==> src/rtl/alu_iterative_divider_if.sv <==
// ============================================================================
// Module      : alu_iterative_divider_if
// Description : Start/busy/done request and result bundle for the iterative
//               divider. Optional macro: SIGNED_DIV_EN (adds signed_op).
// Revision    : 1.0 - initial release
// ============================================================================
`default_nettype none

interface alu_iterative_divider_if #(
  parameter int BITS = 32
);
  logic            start;
  logic [BITS-1:0] A;
  logic [BITS-1:0] B;
  logic [BITS-1:0] Q;
  logic [BITS-1:0] R;
  logic            div_by_zero;
  logic            busy;
  logic            done;
`ifdef SIGNED_DIV_EN
  logic            signed_op;
`endif

  modport master (
`ifdef SIGNED_DIV_EN
    output signed_op,
`endif
    output start, A, B,
    input  Q, R, div_by_zero, busy, done
  );

  modport slave (
`ifdef SIGNED_DIV_EN
    input  signed_op,
`endif
    input  start, A, B,
    output Q, R, div_by_zero, busy, done
  );
endinterface

`default_nettype wire

==> src/rtl/alu_iterative_divider.sv <==
// ============================================================================
// Module      : alu_iterative_divider
// Description : Restoring shift-subtract divider, one quotient bit per clock.
//               Optional macro: SIGNED_DIV_EN (two's complement, truncating).
// Revision    : 1.0 - initial release
// ============================================================================
`default_nettype none

module alu_iterative_divider #(
  parameter int BITS = 32
) (
  input  wire logic              clk,
  input  wire logic              rst,
  alu_iterative_divider_if.slave bus
);

  localparam logic [1:0] S_IDLE = 2'd0;
  localparam logic [1:0] S_RUN  = 2'd1;
  localparam logic [1:0] S_DONE = 2'd2;
  localparam int         CW     = $clog2(BITS + 1);

  logic [1:0]      state_q, state_d;
  logic [CW-1:0]   cnt_q, cnt_d;
  logic [BITS-1:0] rem_q, rem_d;
  logic [BITS-1:0] dvd_q, dvd_d;
  logic [BITS-1:0] dvs_q, dvs_d;
  logic [BITS-1:0] q_q, q_d;
  logic [BITS-1:0] r_q, r_d;
  logic            dbz_q, dbz_d;

  logic [BITS:0]   shifted;
  logic [BITS:0]   diff;
  logic            borrow;
  logic [BITS-1:0] q_step;
  logic [BITS-1:0] r_step;
  logic [BITS-1:0] q_fin;
  logic [BITS-1:0] r_fin;
  logic [BITS-1:0] a_mag;
  logic [BITS-1:0] b_mag;

`ifdef SIGNED_DIV_EN
  logic a_neg, b_neg;
  logic qneg_q, qneg_d;
  logic rneg_q, rneg_d;

  assign a_neg = bus.signed_op & bus.A[BITS-1];
  assign b_neg = bus.signed_op & bus.B[BITS-1];
  assign a_mag = a_neg ? (~bus.A + 1'b1) : bus.A;
  assign b_mag = b_neg ? (~bus.B + 1'b1) : bus.B;
  // Sign fix-up happens on the final iteration so DONE timing is unchanged.
  assign q_fin = qneg_q ? (~q_step + 1'b1) : q_step;
  assign r_fin = rneg_q ? (~r_step + 1'b1) : r_step;
`else
  assign a_mag = bus.A;
  assign b_mag = bus.B;
  assign q_fin = q_step;
  assign r_fin = r_step;
`endif

  // The restored remainder is always below the divisor, so only the trial
  // difference needs the extra bit.
  always_comb begin
    shifted = {rem_q, dvd_q[BITS-1]};
    diff    = shifted - {1'b0, dvs_q};
    borrow  = diff[BITS];
    q_step  = {dvd_q[BITS-2:0], ~borrow};
    r_step  = borrow ? shifted[BITS-1:0] : diff[BITS-1:0];
  end

  always_comb begin
    state_d = state_q;
    cnt_d   = cnt_q;
    rem_d   = rem_q;
    dvd_d   = dvd_q;
    dvs_d   = dvs_q;
    q_d     = q_q;
    r_d     = r_q;
    dbz_d   = dbz_q;
`ifdef SIGNED_DIV_EN
    qneg_d  = qneg_q;
    rneg_d  = rneg_q;
`endif
    case (state_q)
      S_IDLE: begin
        if (bus.start) begin
          rem_d = '0;
          dvd_d = a_mag;
          dvs_d = b_mag;
          cnt_d = CW'(BITS);
          dbz_d = 1'b0;
`ifdef SIGNED_DIV_EN
          qneg_d = a_neg ^ b_neg;
          rneg_d = a_neg;
`endif
          if (bus.B == '0) begin
            state_d = S_DONE;
            q_d     = '1;
            r_d     = bus.A;
            dbz_d   = 1'b1;
          end else begin
            state_d = S_RUN;
          end
        end
      end
      S_RUN: begin
        rem_d = r_step;
        dvd_d = q_step;
        cnt_d = cnt_q - 1'b1;
        if (cnt_q == CW'(1)) begin
          state_d = S_DONE;
          q_d     = q_fin;
          r_d     = r_fin;
        end
      end
      S_DONE:  state_d = S_IDLE;
      default: state_d = S_IDLE;
    endcase
  end

  always_ff @(posedge clk) begin
    if (rst) begin
      state_q <= S_IDLE;
      cnt_q   <= '0;
      rem_q   <= '0;
      dvd_q   <= '0;
      dvs_q   <= '0;
      q_q     <= '0;
      r_q     <= '0;
      dbz_q   <= 1'b0;
`ifdef SIGNED_DIV_EN
      qneg_q  <= 1'b0;
      rneg_q  <= 1'b0;
`endif
    end else begin
      state_q <= state_d;
      cnt_q   <= cnt_d;
      rem_q   <= rem_d;
      dvd_q   <= dvd_d;
      dvs_q   <= dvs_d;
      q_q     <= q_d;
      r_q     <= r_d;
      dbz_q   <= dbz_d;
`ifdef SIGNED_DIV_EN
      qneg_q  <= qneg_d;
      rneg_q  <= rneg_d;
`endif
    end
  end

  assign bus.Q           = q_q;
  assign bus.R           = r_q;
  assign bus.div_by_zero = dbz_q;
  assign bus.busy        = (state_q != S_IDLE);
  assign bus.done        = (state_q == S_DONE);

endmodule

`default_nettype wire

==> src/flat_wrapper.sv <==
// flat-port wrapper written by rule: the top's interface ports become plain ports
module alu_iterative_divider_flat 
#(
  parameter int BITS = 32
)
  (clk, rst, bus_start, bus_A, bus_B, bus_Q, bus_R, bus_div_by_zero, bus_busy, bus_done);
  alu_iterative_divider_if #(.BITS(BITS)) bus_i ();
  input  wire logic clk;
  input  wire logic rst;
  input wire logic [$bits(bus_i.start)-1:0] bus_start;
  input wire logic [$bits(bus_i.A)-1:0] bus_A;
  input wire logic [$bits(bus_i.B)-1:0] bus_B;
  output wire logic [$bits(bus_i.Q)-1:0] bus_Q;
  output wire logic [$bits(bus_i.R)-1:0] bus_R;
  output wire logic [$bits(bus_i.div_by_zero)-1:0] bus_div_by_zero;
  output wire logic [$bits(bus_i.busy)-1:0] bus_busy;
  output wire logic [$bits(bus_i.done)-1:0] bus_done;
  assign bus_i.start = bus_start;
  assign bus_i.A = bus_A;
  assign bus_i.B = bus_B;
  assign bus_Q = bus_i.Q;
  assign bus_R = bus_i.R;
  assign bus_div_by_zero = bus_i.div_by_zero;
  assign bus_busy = bus_i.busy;
  assign bus_done = bus_i.done;
  alu_iterative_divider #(.BITS(BITS)) u_core (.clk(clk), .rst(rst), .bus(bus_i));
endmodule
==> config.mk <==
export PLATFORM = sky130hd
export DESIGN_NAME = alu_iterative_divider_flat
export DESIGN_NICKNAME = d
export VERILOG_FILES = /design/src/rtl/alu_iterative_divider_if.sv /design/src/rtl/alu_iterative_divider.sv /design/src/flat_wrapper.sv
export SDC_FILE = /design/constraint.sdc
export NUM_CORES = 1
export LEC_CHECK = 0
export CORE_MARGIN = 2
export CORE_UTILIZATION = 54
export CTS_CLUSTER_DIAMETER = 100
export DETAILED_ROUTE_END_ITERATION = 7
export PLACE_DENSITY_LB_ADDON = 0.15
export SETUP_SLACK_MARGIN = 0.5
export SYNTH_ARGS = -nofsm -noshare
export SYNTH_HDL_FRONTEND = slang
export SYNTH_SLANG_ARGS = --single-unit
==> constraint.sdc <==
create_clock -name clk -period 4.1 [get_ports clk]
set_input_delay 0.41 -clock clk [delete_from_list [all_inputs] [get_ports clk]]
set_output_delay 0.41 -clock clk [all_outputs]
set_load 0.01 [all_outputs]
# Word level (Yosys, flattened, before mapping)
# Index checks and enable logic that the tools add are counted.
# totals
output_inout_bits	67
ff_bits	169
# classes
n_bitwise	1
n_eq_ne	6
n_addsub	2
n_mux	20
reduce_logical	8
# op_table
operator	n
$mux W32	9
$pmux W32 S2	4
$sub A33 B32 Y33	1
$logic_not A32 Y1	1
$pmux W6 S2	1
$eq A6 B1 Y1 const B	1
$mux W2	3
$mux W6	1
$reduce_and A2 Y1	3
$sub A6 B1 Y6 const B	1
$ne A2 B1 Y1 const B	2
$pmux W2 S2	1
$reduce_and A4 Y1	1
$reduce_bool A2 Y1	2
$eq A2 B1 Y1 const B	1
$eq A2 B2 Y1 const B	1
$logic_not A2 Y1	1
$ne A2 B2 Y1 const B	1
$mux W1	1
$not A1 Y1	1

# Logic depth before layout (Yosys ltp)
# logic_depth
depth_word	4
depth_mapped	14
mapped_depth_nobuf	13

# Worst setup path before layout
# No wires, ideal clock.
# synth_path
path_kind	reg2reg
from	reg u_core.dvd_q[31]
to	reg u_core.r_q[22] (netlist: u_core.bus.R[22])
stages_incl_launch_ff	15
arrival_time_ps	2782
setup_ps	103
path_slack_ps	1214
n_path_buf	1
cell_sequence	dfxtp_1 > inv_1 > ha_1 > inv_1 > fa_1 > a211oi_2 > o211ai_2 > a31oi_4 > nor3_2 > a32o_2 > o21a_4 > buf_2 > nor3_2 > a21oi_1 > a2111oi_2
# synth_via
elab_chain_cells	4
# synth_lines
item	line_no	rtl
from (decl)	alu_iterative_divider.sv:25	logic [BITS-1:0] dvd_q, dvd_d;
from (signal assigned)	alu_iterative_divider.sv:138	dvd_q <= dvd_d;
$sub A33 B32 Y33	alu_iterative_divider.sv:64	diff = shifted - {1'b0, dvs_q};
$mux W32	alu_iterative_divider.sv:67	r_step = borrow ? shifted[BITS-1:0] : diff[BITS-1:0];
$mux W32	alu_iterative_divider.sv:109	if (cnt_q == CW'(1)) begin
$pmux W32 S2	alu_iterative_divider.sv:83	case (state_q)
to (signal assigned)	alu_iterative_divider.sv:141	r_q <= r_d;
to (decl)	alu_iterative_divider.sv:28	logic [BITS-1:0] r_q, r_d;
# No other way between the ends. The select of a mux whose other input is x is not followed.
# A chain may end at the register's enable or synchronous reset.

# Worst setup path after layout
# Same ends and word-level chain as after synthesis.

==> results.yml <==
yosys:
  synth_seq_cells: 169
  synth_edf_count: 0
  syn_inst: 1103
  syn_nets: 1205
  yosysWarningCount: 0
  postSynthAreaPerCell_um2: 7.77
  synth_area_leaders: "dfxtp_1 (39%), nand2_1 (7.4%), a21oi_1 (6.9%), ha_1 (5.0%), nor3_1 (4.4%)"
  syn_area_um2: 8580
  yosysUniqueCellTypes: 67
  synth_flop_cell: "dfxtp_1"
  async_flop_share_pct: 0
  synth_area_leader_cell: "dfxtp_1"
  ys_seq_area_share_pct: 39.5
  post-synth-top-area-fraction_pct: 39.5
placement:
  hpwl_um: 16900
  io_buffers: 133
  gp_congestion: 0.944
clock_tree:
  cts_made_buffers: 17
  ctsHoldBuffers: 0
  clock-root-buffer: "clkbuf_16"
  cts-resized-gates: 0
  path_clk_slew_ps: 70
  cts_tree: "done"
  htree_levels: 4
  clkSinkCount: 169
  clk_path_buf_depth: 2
  post-cts-setup-buffers: 0
  clk_latency_ps: 440
grt:
  grt.total_usage_pct: 28.6
  overflow: 0
  grt_pass1_wl_um: 38400
  grt_start_max_net_pins: 84
  first_global_vias: 7503
  antenna_found_initial: 0
hold_path:
  worstHoldPathCells: 2
  min_path_type: "reg2reg"
  hold_start: "u_core.dvs_q[16]"
  hold_end: "u_core.dvs_q[16]"
cells_and_area:
  drive_above_1_share_pct: 5.75
  antenna_cells: 0
  final_common_cell: "nand2_1"
  final_cell_mix: "nand2_1 (170), dfxtp_1 (169), clkdlybuf4s50_1 (132)"
  nets: 1289
  final_util_pct: 67.0
  area_growth_pct: 22.8
setup_path:
  cp-start-kind: "flip-flop"
  r2r_start: "u_core.dvd_q[31]"
  crit_path_end_kind: "flip-flop"
  worstPathRequired_ps: 4440
  critPathKind: "reg2reg"
  r2r-end: "u_core.bus.R[22]"
  rr_worst_depth: 13
  worst-r2r-setup-slack_ps: 780
  startpoint: "u_core.dvd_q[31]"
  cp_max_fo: 28
  crit_arrival_ps: 3650
power_and_ir_drop:
  ir_drop_v: 0.000564
  p_total_mw: 9.56
  p_leak_nw: 3.91
  powerDensity_nw_per_um2: 908
route:
  drc: 0
  dr.pass1.iters: 5
  vias: 8341
  wl_per_cell_um: 16.8
  drtAntennaViolNets: 0
  routed_wl_um: 23800
  viasPerCell: 5.89
  drt_iter0_drc: 806
floorplanning:
  coreArea_um2: 15700
  initial_core_util_pct: 54.6
  die-area_um2: 16900
  die_w_um: 130
  die_h_um: 130
  fp-row-count: 46
  io_pins: 134
sta:
  period_needed_ps: 3320
  tightestPinTransition_ps: 958
  finalSetupViolations: 0
  hold_viol: 0
  timing.slew.headroom_pct: 36.0
  rsz0062_at_grt: "false"
  drv_slew: 0
  timing.final.crit_share_pct: 80.9
  finalSetupTns_ps: 0
  max_clock_freq_mhz: 302
  skew_ps: 6.63
job:
  maxCapViolations: 0
status:
  status: "finished clean"
-- cells in the mapped netlist, types with 5 or more instances --
cell type,instances
nand2_1,170
dfxtp_1,169
a21oi_1,119
nor2_1,92
nor3_1,75
clkbuf_1,62
o21ai_0,51
a31oi_1,45
inv_1,41
ha_1,34
a211oi_1,28
nor4_1,27
xor2_1,15
a21o_1,14
xnor2_1,14
a311oi_1,12
nand3_1,10
buf_1,8
o211ai_1,8
and2_1,7
nand4_1,7
buf_2,6
o21a_1,6
a221oi_1,5
and3_1,5
mux2i_1,5
or3_1,5
-- metrics by stage --
stage          hold slack [ps]  cells  worst slack (ps)  instance area [um2]
2_1_floorplan              436   1103              1210                 8580
6_report                   453   1416               784                10500
3_3_place_gp               443   1384               880                 9960
3_5_place_dp               447   1384               826                 9960
5_1_grt                    472   1416               516                10500
4_1_cts                    456   1416               788                10500
-- power by group --
part / internal, mW / leakage, nW / switching [mW]
Combinational: 2.28 / 2.26 / 3.49
Sequential: 1.94 / 1.38 / 0.290
Clock: 0.846 / 0.266 / 0.712
Total: 5.07 / 3.91 / 4.49
-- per-layer routing --
| metal | vias to the layer above | routed length (um) | GRT usage (%) |
|---|---|---|---|
| met1 | 3872 | 11300 | 41.7 |
| li1 | 4114 | - | - |
| met2 | 330 | 10400 | 43.2 |
| met4 | 0 | 300 | 7.21 |
| met3 | 25 | 1900 | 6.03 |
| met5 | - | 0 | 0 |
-- registers in the layout, summed over array words and instances (netlist names) --
name                    cells
u_core.bus.div_by_zero      1
u_core.bus.R               32
u_core.dvs_q               32
u_core.cnt_q                6
u_core.dvd_q               32
u_core.rem_q               32
u_core.bus.Q               32
u_core.state_q              2
-- final cells by class --
| cell class | count | area [um2] |
|---|---|---|
| timing repair buffer | 144 | 1420 |
| tap | 216 | 270 |
| clock inverter | 15 | 144 |
| inverter | 41 | 154 |
| fill | 1390 | 5180 |
| sequential | 169 | 3380 |
| clock buffer | 17 | 425 |
| multi-input combinational | 814 | 4730 |
-- cells by family after synthesis --
kind of cell               share of synthesized area, %
and+or+nand+nor                                    22.6
AOI/OAI and AO/OA                                  23.7
DFF                                                39.5
buffers and inverters                              5.56
adders and majority gates                          5.19
xor gates and xnor gates                           2.96
muxes                                             0.584
-- critical path, cell delays in order (launching register included) --
cell	delay (ps)
dfxtp_1	330
inv_1	60
ha_1	150
inv_1	50
fa_1	420
a211oi_2	270
o211ai_2	140
a31oi_4	220
nor3_2	90
a32o_2	280
or3_4	370
nand2_4	290
a21oi_1	180
a2111oi_2	360
-- how the worst max path moves through the flow --
stage / slack, ps / end / cells after the start
2_1_floorplan: 1210 / u_core.bus.R[22] / 14
3_3_place_gp: 880 / u_core.bus.R[28] / 10
3_5_place_dp: 830 / u_core.bus.R[22] / 13
4_1_cts: 790 / u_core.bus.R[17] / 13
5_1_grt: 520 / u_core.bus.R[17] / 13
6_report: 780 / u_core.bus.R[22] / 13
(Power assumes the default switching activity.)
